File: src/rtl/uart_tx_frame_gen.sv
// UART transmit frame generator: start bit, DATA_W payload bits LSB first, optional parity, one or two stop bits.
// Parity support is compiled in only when the macro UART_TX_PARITY_EN is defined.
module uart_tx_frame_gen #(
   parameter int DATA_W = 8
) (
   input  logic              CLK,
   input  logic              RST,
   input  logic [DATA_W-1:0] P_DATA,
   input  logic              data_valid,
   input  logic              par_en,
   input  logic              par_typ,
   input  logic              stop2,
   output logic              tx_out,
   output logic              busy,
   output logic              done
);

   localparam int CNT_W = (DATA_W > 1) ? $clog2(DATA_W) : 1;
   localparam logic [CNT_W-1:0] LAST_BIT = CNT_W'(DATA_W - 1);

   localparam logic [2:0] ST_IDLE   = 3'd0;
   localparam logic [2:0] ST_START  = 3'd1;
   localparam logic [2:0] ST_DATA   = 3'd2;
`ifdef UART_TX_PARITY_EN
   localparam logic [2:0] ST_PARITY = 3'd3;
`endif
   localparam logic [2:0] ST_STOP1  = 3'd4;
   localparam logic [2:0] ST_STOP2  = 3'd5;

   logic [2:0]        state;
   logic [2:0]        state_nxt;
   logic [CNT_W-1:0]  bit_cnt;
   logic [CNT_W-1:0]  cnt_nxt;
   logic [DATA_W-1:0] data_lat;
   logic              stop2_lat;
   logic              final_stop;
   logic              accept;
   logic              tx_nxt;
   logic              done_nxt;

`ifdef UART_TX_PARITY_EN
   logic              par_en_lat;
   logic              par_typ_lat;

   // Even parity is the XOR of the payload; odd parity is its inverse.
   function automatic logic parity_bit(input logic [DATA_W-1:0] d, input logic odd);
      return (^d) ^ odd;
   endfunction
`else
   logic              unused_par_cfg;
   assign unused_par_cfg = par_en ^ par_typ;
`endif

   // A new request is taken only when idle or in the last stop-bit cycle.
   always_comb begin
      final_stop = (state == ST_STOP2) || ((state == ST_STOP1) && !stop2_lat);
      accept     = data_valid && ((state == ST_IDLE) || final_stop);
   end

   always_comb begin
      state_nxt = state;
      cnt_nxt   = bit_cnt;
      case (state)
         ST_IDLE: begin
            if (accept) state_nxt = ST_START;
         end
         ST_START: begin
            state_nxt = ST_DATA;
            cnt_nxt   = '0;
         end
         ST_DATA: begin
            if (bit_cnt == LAST_BIT) begin
`ifdef UART_TX_PARITY_EN
               state_nxt = par_en_lat ? ST_PARITY : ST_STOP1;
`else
               state_nxt = ST_STOP1;
`endif
            end else begin
               cnt_nxt = bit_cnt + CNT_W'(1);
            end
         end
`ifdef UART_TX_PARITY_EN
         ST_PARITY: begin
            state_nxt = ST_STOP1;
         end
`endif
         ST_STOP1: begin
            if (stop2_lat)   state_nxt = ST_STOP2;
            else if (accept) state_nxt = ST_START;
            else             state_nxt = ST_IDLE;
         end
         ST_STOP2: begin
            state_nxt = accept ? ST_START : ST_IDLE;
         end
         default: begin
            state_nxt = ST_IDLE;
            cnt_nxt   = '0;
         end
      endcase
   end

   // Outputs are computed from the next state so the registers present the
   // line level of the state being entered, with no decode glitch.
   always_comb begin
      tx_nxt = 1'b1;
      case (state_nxt)
         ST_START:  tx_nxt = 1'b0;
         ST_DATA:   tx_nxt = data_lat[cnt_nxt];
`ifdef UART_TX_PARITY_EN
         ST_PARITY: tx_nxt = parity_bit(data_lat, par_typ_lat);
`endif
         default:   tx_nxt = 1'b1;
      endcase
      done_nxt = (state_nxt == ST_STOP2) || ((state_nxt == ST_STOP1) && !stop2_lat);
   end

   always_ff @(posedge CLK) begin
      if (RST) begin
         state       <= ST_IDLE;
         bit_cnt     <= '0;
         data_lat    <= '0;
         stop2_lat   <= 1'b0;
`ifdef UART_TX_PARITY_EN
         par_en_lat  <= 1'b0;
         par_typ_lat <= 1'b0;
`endif
         tx_out      <= 1'b1;
         busy        <= 1'b0;
         done        <= 1'b0;
      end else begin
         state   <= state_nxt;
         bit_cnt <= cnt_nxt;
         if (accept) begin
            data_lat    <= P_DATA;
            stop2_lat   <= stop2;
`ifdef UART_TX_PARITY_EN
            par_en_lat  <= par_en;
            par_typ_lat <= par_typ;
`endif
         end
         tx_out <= tx_nxt;
         busy   <= (state_nxt != ST_IDLE);
         done   <= done_nxt;
      end
   end

endmodule

File: config.mk
export PLATFORM = sky130hd
export DESIGN_NAME = uart_tx_frame_gen
export DESIGN_NICKNAME = d
export VERILOG_FILES = /design/src/rtl/uart_tx_frame_gen.sv
export SDC_FILE = /design/constraint.sdc
export NUM_CORES = 1
export LEC_CHECK = 0
export CORE_ASPECT_RATIO = 0.5
export CORE_MARGIN = 2
export CORE_UTILIZATION = 25
export CTS_BUF_LIST = sky130_fd_sc_hd__clkbuf_2 sky130_fd_sc_hd__clkbuf_4 sky130_fd_sc_hd__clkbuf_8
export DETAILED_ROUTE_END_ITERATION = 7
export PLACE_DENSITY = 0.52
export SLEW_MARGIN = 20
export SYNTH_ARGS = -nofsm -noshare
export SYNTH_HDL_FRONTEND = slang
export SYNTH_SLANG_ARGS = --single-unit
File: constraint.sdc
create_clock -name CLK -period 4.97 [get_ports CLK]
set_input_delay 0.7455 -clock CLK [delete_from_list [all_inputs] [get_ports CLK]]
set_output_delay 0.7455 -clock CLK [all_outputs]
set_load 0.02 [all_outputs]
* Yosys cells after proc, flatten, opt, wreduce, memory -nomap -nowiden
Index checks and enable logic that the tools add are counted.
Word-level totals: bits in latches 0, input port bits 14, flip-flop bits (word level) 18, word-level logic and storage cells 38, output and inout port bits 3, bits in read-only memories 0, memory bits (writable) 0, memories kept 0
Cells by class: reductions and logical operators 10, multiply operators 0, multiplexer cells 10, $lt $le $gt $ge 1, shift-type cells 0, div/mod/pow operators 0, eq/ne operators 9, bitwise logic cells 0, add/subtract/negate cells 1
Operator list (number):
- 3-bit equality test (second input constant) | 5
- 3-bit one-hot mux with 5 select lines | 1
- 3-bit two-way mux | 4
- 3-bit by 1-bit equality test with 1-bit output (second input constant) | 2
- 3-bit by 2-bit equality test with 1-bit output (second input constant) | 2
- 3-bit one-hot mux with 2 select lines | 1
- 3-bit by 4-bit < comparator with 1-bit output (second input constant) | 1
- 3-bit by 1-bit adder with 3-bit output (second input constant) | 1
- 1-bit binary-select mux with 3-bit select | 1
- 1-bit logical AND | 3
- 3-bit zero test | 1
- 1-bit logical OR | 3
- 3-bit nonzero test | 1
- 3-bit OR reduction | 1
- 1-bit two-way mux | 2
- 1-bit one-hot mux with 2 select lines | 1
- 1-bit zero test | 1

* Longest topological paths before layout
word-level depth 11, gate-level depth with buffers 7, depth with buffers taken out 7

* Worst setup path before layout
No wires, ideal clock.
path kind reg-to-reg, from register bit_cnt[0], to register tx_out, arrival time 1790 ps, clock period less this slack 1916 ps, data required time 4845 ps, buffers on the path 0, setup slack 3054 ps, stages on the path, launching flop included 8, library setup time 125 ps, path through dfxtp_1 ha_1 a21o_1 a32oi_4 mux2_1 or3_1 nand4_1 a21oi_1
On the way: longest elaborated chain between the ends 6, elaborated cells between the ends (all ways) 11, those cells by class 1 x add/sub; 3 x eq/ne; 7 x mux
RTL lines:
- from (decl) | line 32 | logic [CNT_W-1:0] bit_cnt;
- from (signal assigned) | line 132 | bit_cnt <= cnt_nxt;
- 3-bit by 1-bit adder with 3-bit output or 3-bit equality test (tied branches) | line 79, 72
- 3-bit two-way mux | line 72 | if (bit_cnt == LAST_BIT) begin
- 3-bit one-hot mux with 2 select lines | line 63 | case (state)
- 1-bit binary-select mux with 3-bit select | line 108 | ST_DATA: tx_nxt = data_lat[cnt_nxt];
- 1-bit two-way mux (not written as such) | line 108
- 1-bit one-hot mux with 2 select lines * | line 106 | case (state_nxt)
- to (signal assigned) | line 141 | tx_out <= tx_nxt;
- to (decl) | line 13 | output logic tx_out,
Mark *: on every way between the ends. The rest lies on a longest branch, timed or not. The select of a mux whose other input is x is not followed. A chain may end at the register's enable or synchronous reset.

* Final worst setup path
Same ends and word-level chain as after synthesis.

==> impl_metrics.tcl <==
set metrics [dict create \
    drv_slew 0 \
    path_class "reg2reg" \
    core_um2 3378 \
    critPathCaptureType "register" \
    vias 690 \
    skew_ns 0.002599 \
    grt_max_degree 17 \
    die-area_um2 3979 \
    clkPwrFrac_pct 35.5 \
    wl_per_cell_um 11.25 \
    setup_slack_ns 2.893 \
    p_sw_uw 79.59 \
    worstHoldPathType "reg2reg" \
    whs_ns 0.4915 \
    seq_area_um2 360.3 \
    die_height_um 45.62 \
    clk_pin_slew_ns 0.07 \
    yosys_warnings 0 \
    synth-compound-area-share_pct 18.35 \
    outcome "completed" \
    grt_pass1_wl_um 2980 \
    setup_viol 0 \
    cp_data_required_time_ns 5.10 \
    worstSetupStartpointType "register" \
    r2r_slack_ns 2.89 \
    dp_slack_ns 2.737 \
    place_inst 145 \
    powerDensity_nw_per_um2 305.3 \
    r2r-start "bit_cnt[0]" \
    stdcell_count 149 \
    drt_first_pass_iters 4 \
    cp.arrival_ns 2.21 \
    yosys.area_share.simple_pct 19.08 \
    power_uw 331.5 \
    synthArstFlopShare_pct 0 \
    antenna_found_initial 0 \
    pin_count 17 \
    grt_pass1_vias 674 \
    clockRootBuffer "clkbuf_8" \
    diodes 0 \
    fmax_mhz 481.5 \
    cts-buffers-inserted 3 \
    clk_latency_ns 0.25 \
    stdcell_area_um2 1086 \
    cts_setup_buffers 0 \
    synth-edff-count 0 \
    yosysSeqAreaShare_pct 41.62 \
    syn_avg_cell_area_um2 9.211 \
    leakagePower_nw 0.4590 \
    track_usage_pct 9.746 \
    syn_to_final_growth_pct 25.43 \
    combPwrFrac_pct 15.8 \
    placed_area_um2 1031 \
    rsz0062_at_grt "false" \
    final_hold_viol_count 0 \
    finalCriticalPeriod_ns 2.077 \
    ir_worst_vdd_mv 0.07720 \
    synthMuxAreaShare_pct 14.02 \
    synthCells 94 \
    syn_nets 109 \
    nNetsFinal 123 \
    yosysTopAreaCell "dfxtp_1" \
    cts-resized-gates 0 \
    ant_nets 0 \
    hold_start "data_lat[7]" \
    fin_util_pct 32.15 \
    netlist_area_um2 865.8 \
    synth_seq_cells 18 \
    slew_headroom_pct 57.98 \
    initial_core_util_pct 25.63 \
    ys.flop_type "dfxtp_1" \
    period_share_pct 41.79 \
    htree_levels 1 \
    place.detailed.hpwl_um 1214 \
    port_buffers 14 \
    synthAdderAreaFrac_pct 1.445 \
    synth_cell_types 37 \
    place_congestion 0.7606 \
    yosys.area_share.xor_xnor_pct 1.012 \
    wirelength_um 1676 \
    layout_commonest_cell "dfxtp_1" \
    drc 0 \
    grt_overflow 0 \
    drive_above_1_share_pct 9.346 \
    cts_tree "yes" \
    maxCapViolations 0 \
    tightest_slew_ns 0.6283 \
    switching_share_pct 24.01 \
    p_seq_share_pct 48.6 \
    multiInputGateArea_um2 466.7 \
    crit_fanout 5 \
    clock-sinks 18 \
    cts_hold_buf 0 \
    rows 15 \
    die_w_um 87.23 \
    nFillCells 370 \
    yosys-top-cells-area "dfxtp_1 (42%), mux2i_1 (13%), nor2_1 (7.4%), a32oi_4 (3.2%), a21bo_4 (1.9%)" \
    via_per_inst 4.631 \
    drt_iter0_drc 25 \
    cp-startpoint "bit_cnt[0]" \
    layout_common_cells "dfxtp_1 (18), nor2_1 (17), clkdlybuf4s50_1 (14), mux2i_1 (11), clkbuf_8 (4)" \
    p_int_uw 251.9 \
    finalSetupTns_ns 0 \
    cts_buffer_depth 2 \
    synth_top_cell_area_share_pct 41.62 \
    synth_top_family_by_area "simple AND/OR/NAND/NOR gates" \
]
## cells by family after synthesis
group | after synthesis
AO/OA/AOI/OAI | 19
buffers and inverters | 8
adder cells (fa/ha/maj) | 1
AND/OR/NAND/NOR | 35
XOR/XNOR | 1
flip-flops | 18
multiplexers | 12
## cells in the mapped netlist, drive strengths merged (2+ instances only)
cell type	number
nand3b	2
buf	3
clkbuf	2
nand2	3
nor2	18
nor3	2
mux2i	11
dfxtp	18
a21oi	3
nand2b	2
o21ai	4
inv	3
a22oi	2
nand3	3
## power groups by stage
stage	clock, mW	sequential, mW	combinational (mW)
after floorplan	0	0.163	0.0358
after global placement	0	0.164	0.0523
after detailed placement	0	0.164	0.0530
after CTS	0.121	0.161	0.0534
after global routing	0.128	0.162	0.0581
final	0.118	0.161	0.0525
## worst paths after layout
path | end | depth (start not counted)
setup / recovery | tx_out | 7
hold / removal | data_lat[7] | 2
setup reg to reg | tx_out | 7
hold reg to reg | data_lat[7] | 2
## cell type report
cell class,instances,area share (%)
well taps,42,4.839
repair buffers,14,12.90
multi-input cells,68,42.97
clock buffers,4,5.069
inverters,3,1.037
flip-flops and latches,18,33.18
## routing by layer
| metal | routed length, um | share of wire [%] | up-vias | track usage [%] |
|---|---|---|---|---|
| li1 | - | - | 356 | - |
| met3 | 79 | 4.7 | 0 | 3.804 |
| met2 | 780 | 47 | 14 | 16.03 |
| met5 | 0 | 0 | - | 0 |
| met1 | 816 | 49 | 320 | 11.69 |
| met4 | 0 | 0 | 0 | 4.000 |
## critical path, stage by stage (launching register included)
cell and delay [ns]:
dfxtp_1 0.34, ha_1 0.25, a21o_1 0.22, a32oi_4 0.30, mux2_1 0.35, or3_1 0.30
nand4_1 0.12, a21oi_1 0.08
## state kept, by name, summed over array words and instances, names as in the netlist
| signal | flops |
|---|---|
| bit_cnt | 3 |
| busy | 1 |
| data_lat | 8 |
| done | 1 |
| state | 3 |
| stop2_lat | 1 |
| tx_out | 1 |
(Power assumes the default switching activity.)
==> RTL change 1, RTL diff (config.mk and constraints unchanged) <==
Build with the macro `UART_TX_PARITY_EN` defined.
--- a/src/rtl/uart_tx_frame_gen.sv
+++ b/src/rtl/uart_tx_frame_gen.sv
@@ -1,5 +1,7 @@
 // UART transmit frame generator: start bit, DATA_W payload bits LSB first, optional parity, one or two stop bits.
 // Parity support is compiled in only when the macro UART_TX_PARITY_EN is defined.
+`define UART_TX_PARITY_EN
+
 module uart_tx_frame_gen #(
    parameter int DATA_W = 8
 ) (
Function: no difference found for any inputs over 10 cycles, from zero or initial values and one cycle with RST high; that may be too few to reach the edited logic, so the function may still have changed.
==> RTL change 1 against the original RTL <==
Synthesized cell count grew 20%. Sequential cell count grew 2. Cell area rose by 21%. Worst setup slack better by 0.0052 ns. Non-clock buffer count increased by 3. Clock skew increased by 0.0019 ns. Critical path depth shrank 1. First-iteration DRC count increased by 56%. Sequential share of layout area fell by 2.7 points. Combinational power up 50%. Total power increased by 16%. Synthesized area is 23% higher. Routed wire length increased by 20%. Critical path type unchanged.
==> RTL change 1: results (changes against the original RTL) <==
metric;value;unit;change
synth_nets;128;;+17%
cts_root_buf;clkbuf_8;;
hp-start;stop2_lat$_SDFFE_PP0P_;;
clockBufferDepth;2;;unchanged
grt_max_degree;21;;+4
regMostFlops;data_lat;;
reg2reg_slack;2.90;ns;about the same
skew;0.00449;ns;+0.00189 ns
p_leak;0.508;nW;+11%
clk_pin_slew;0.08;ns;
clkLatencyLatePin;0.26;ns;
final_cells;183;;+23%
route.vias.total;809;;+17%
wl_per_cell;11.0;um;-2.3%
synth_seq_area_share;37.7;%;-3.9 points
grt_usage;9.17;%;-0.57 points
ys_warn_count;0;;unchanged
min_to;done$_SDFF_PP0_;;
layout.nets;145;;+18%
detail_route.iter0.violations;39;;+56%
cts_setup_buffers;0;;unchanged
use_met3;2.60;%;-1.2 points
yosys-top-cells-area;dfxtp_1, mux2i_1, xnor2_1;;
start_kind;flop;;
dp_hpwl;1.51;mm;+25%
use_met2;13.2;%;-2.8 points
r2r_cells;6;;-1
grt_antenna_before_repair;0;;unchanged
max-vdd-ir-drop;0.000125;V;+62%
hold_depth;1;;-1
io_buffers;16;;+2
grt_pass1_wl;3.37;mm;+13%
status;complete, no violations;;
avgSynthCellArea;9.40;um2;+2.1%
grt_pass1_vias;723;;+7.3%
synth_cell_types;41;;+11%
drive_gt1_share;11.6;%;+2.3 points
switchingPower;0.101;mW;+27%
r2r-start;bit_cnt[0]$_SDFF_PP0_;;
n_fill_cell;419;;+13%
gp_congestion;0.770;;+1.2%
synth_common_cells;dfxtp_1, nor2_1, mux2i_1, xnor2_1, nand2_1;;
r2r_end;tx_out$_SDFF_PP1_;;
tightestPinTransition;0.765;ns;+0.137 ns
use_met1;12.8;%;+1.1 points
crit_arrival;2.22;ns;
==> RTL change 1: power by group through the flow <==
stage                     clock network (mW)  registers [mW]  logic, mW
after floorplan                            0           0.184     0.0580
after global placement                     0           0.186     0.0787
after detailed placement                   0           0.186     0.0794
after CTS                              0.129           0.182     0.0795
after global routing                   0.138           0.184     0.0861
final                                  0.125           0.182     0.0787
==> RTL change 1: final cells by class <==
type / instances / area (um2) / share of cell area [%]
tap: 54 / 67.6 / 5.15
multi-input combinational: 84 / 607 / 46.2
clock buffer: 4 / 55.1 / 4.19
sequential: 20 / 400 / 30.5
inverter: 4 / 15.0 / 1.14
timing repair buffer: 17 / 168 / 12.8
==> RTL change 1: how the worst max path moves through the flow <==
| stage | slack, ns | cells past startpoint | to |
|---|---|---|---|
| floorplan | 3.13 | 6 | tx_out$_SDFF_PP1_ |
| detailed placement | 2.73 | 2 | tx_out$_SDFF_PP1_ |
| CTS | 2.84 | 6 | tx_out$_SDFF_PP1_ |
| global placement | 2.76 | 2 | tx_out$_SDFF_PP1_ |
| global route | 2.68 | 6 | tx_out$_SDFF_PP1_ |
| finish | 2.90 | 6 | tx_out$_SDFF_PP1_ |
==> RTL change 1: worst max-delay path, stage by stage, from the launching register on <==
cell and delay, ns:
dfxtp_1 0.44, ha_1 0.24, and2_1 0.21, o21ai_1 0.13
a221oi_4 0.39, a211oi_1 0.13, o41a_1 0.41
==> RTL change 1: metal layers <==
layer,share of wire [%],vias to the layer above,routed length (um)
li1,-,430,-
met1,55,362,1100
met2,40,13,802
met3,3.7,4,74
met4,1.5,0,31
met5,0,-,0
==> RTL change 1: metrics by stage <==
step / worst slack [ns] / cell area, um2 / hold WS, ns
after detailed placement: 2.73 / 1260 / 0.491
after global placement: 2.76 / 1260 / 0.487
after CTS: 2.84 / 1310 / 0.504
after floorplan: 3.13 / 1060 / 0.454
final: 2.90 / 1310 / 0.502
after global routing: 2.68 / 1310 / 0.535
==> RTL change 1: kinds of logic after synthesis <==
logic type | Yosys count | synth area share, %
AO/OA/AOI/OAI | 22 | 16.8
XOR/XNOR | 8 | 6.60
adder cells (fa/ha/maj) | 1 | 1.18
buffers and inverters | 9 | 5.18
flip-flops | 20 | 37.7
multiplexers | 14 | 13.2
AND/OR/NAND/NOR | 39 | 19.3
==> RTL change 2, RTL diff (same settings) <==
Without the edit above. Remove the register `done`: a continuous assignment takes its place, so the output `done` follows one clock earlier.
--- a/src/rtl/uart_tx_frame_gen.sv
+++ b/src/rtl/uart_tx_frame_gen.sv
@@ -126,7 +126,6 @@
 `endif
          tx_out      <= 1'b1;
          busy        <= 1'b0;
-         done        <= 1'b0;
       end else begin
          state   <= state_nxt;
          bit_cnt <= cnt_nxt;
@@ -140,9 +139,10 @@
          end
          tx_out <= tx_nxt;
          busy   <= (state_nxt != ST_IDLE);
-         done   <= done_nxt;
       end
    end
 
+   assign done = done_nxt;
+
 endmodule
 
Function: changed (a bounded check fails within 10 cycles, from zero or initial values and one cycle with RST high).
==> RTL change 2 against the original RTL <==
Register-to-register slack improved by 0.04 ns. Sequential cell count decreased by 1. Sequential share of layout area is 0.57 points lower. Routed wire length is 3.0% lower. Cell area decreased by 3.9%. Global-route usage down 0.056 points. Final cell count shrank 2.7%. Synthesized area is 5.5% lower. Total power is 5.6% lower. Die area fell by 5.1%. Worst setup slack got worse by 0.56 ns. Critical path type is now reg2out.
==> RTL change 2: results (changes against the original RTL) <==
metric;value;unit;change
max-vdd-ir-drop;0.0000872;V;+13%
regArea;340;um2;-5.6%
detail_route.iter0.violations;60;;+140%
status;complete, no violations;;
cts_root_buf;clkbuf_8;;
crit_fanout;4;;-1
grt_pass1_vias;600;;-11%
yosys-top-cells-area;dfxtp_1, mux2i_1, nor2_1;;
final_cells;145;;-2.7%
grt_usage;9.69;%;-0.056 points
tightestPinTransition;0.596;ns;-0.0324 ns
gp_congestion;0.716;;-5.8%
htree_levels;1;;unchanged
p_leak;0.449;nW;-2.3%
grt_max_degree;16;;-1
p_seq;0.153;mW;-5%
inv_count;5;;+2
seq_share;32.6;%;-0.57 points
slowest_stage;clkdlybuf4s50_1;;
layout.nets;121;;-1.6%
syn_inst;90;;-4.3%
multi_input_area_share;42.7;%;-0.29 points
synth_common_cells;dfxtp_1, nor2_1, mux2i_1, inv_1, nand3_1;;
synth_seq_area_share;41.6;%;about the same
multi_input_gates;65;;-4.4%
dp_hpwl;1.19;mm;-1.9%
nonClkBufAreaFrac;13.4;%;+0.53 points
dpl_cell_area;995;um2;-3.5%
post_cts_resized;0;;unchanged
switchingPower;0.0829;mW;+4.1%
grt_pass1_wl;2.77;mm;-7.2%
place_inst;141;;-2.8%
synthAdderAreaFrac;1.53;%;+0.084 points
synth_cell_types;31;;-16%
dp_worst_setup_slack;2.60;ns;-0.133 ns
p_int;0.230;mW;-8.7%
io_buffers;14;;unchanged
synth_nets;105;;-3.7%
critPathMaxStageDelay;0.61;ns;+0.26 ns
synthMuxAreaShare;14.8;%;+0.81 points
clk_share;4.68;%;-0.39 points
crit_arrival;1.89;ns;-0.32 ns
clkLatencyLatePin;0.25;ns;about the same
cp_top_family;buffers and inverters;;
skew;0.00154;ns;-0.00106 ns
route.vias.total;660;;-4.3%
n_fill_cell;321;;-13%
drive_gt1_share;7.62;%;-1.7 points
synth_compound_area_share;16.4;%;-2.0 points
cts_made_buffers;3;;unchanged
wl_per_cell;11.2;um;-0.37%
n_antenna_cell;0;;unchanged
p_comb;0.0523;mW;about the same
rows;14;;-1
cts_setup_buffers;0;;unchanged
dr.pass1.iters;4;;unchanged
cts.sinks;17;;-1
synth-xor-area-share;1.07;%;+0.059 points
## RTL change 2: cell types whose count changed after synthesis, moves of 2 or more
cell	unedited run	this run
nor3_1	2	0
inv_2	2	0
inv_1	1	5
or3_1	1	3
## RTL change 2: path summary, 6_finish.rpt
path	endpoint	cells past startpoint	slack, ns	start
hold / removal	data_lat[4]$_SDFFE_PP0P_	2	0.50	data_lat[4]$_SDFFE_PP0P_
setup / recovery	done	5	2.33	bit_cnt[0]$_SDFF_PP0_
setup reg to reg	tx_out$_SDFF_PP1_	7	2.93	bit_cnt[0]$_SDFF_PP0_
hold reg to reg	data_lat[4]$_SDFFE_PP0P_	2	0.50	data_lat[4]$_SDFFE_PP0P_
## RTL change 2: metal layers
layer / share of wire (%) / vias to the layer above / global-route usage (%)
met5: 0 / - / 0
met4: 1.7 / 0 / 4.76
met3: 5.3 / 2 / 3.36
met2: 40 / 18 / 14.8
met1: 53 / 287 / 12.4
li1: - / 353 / -
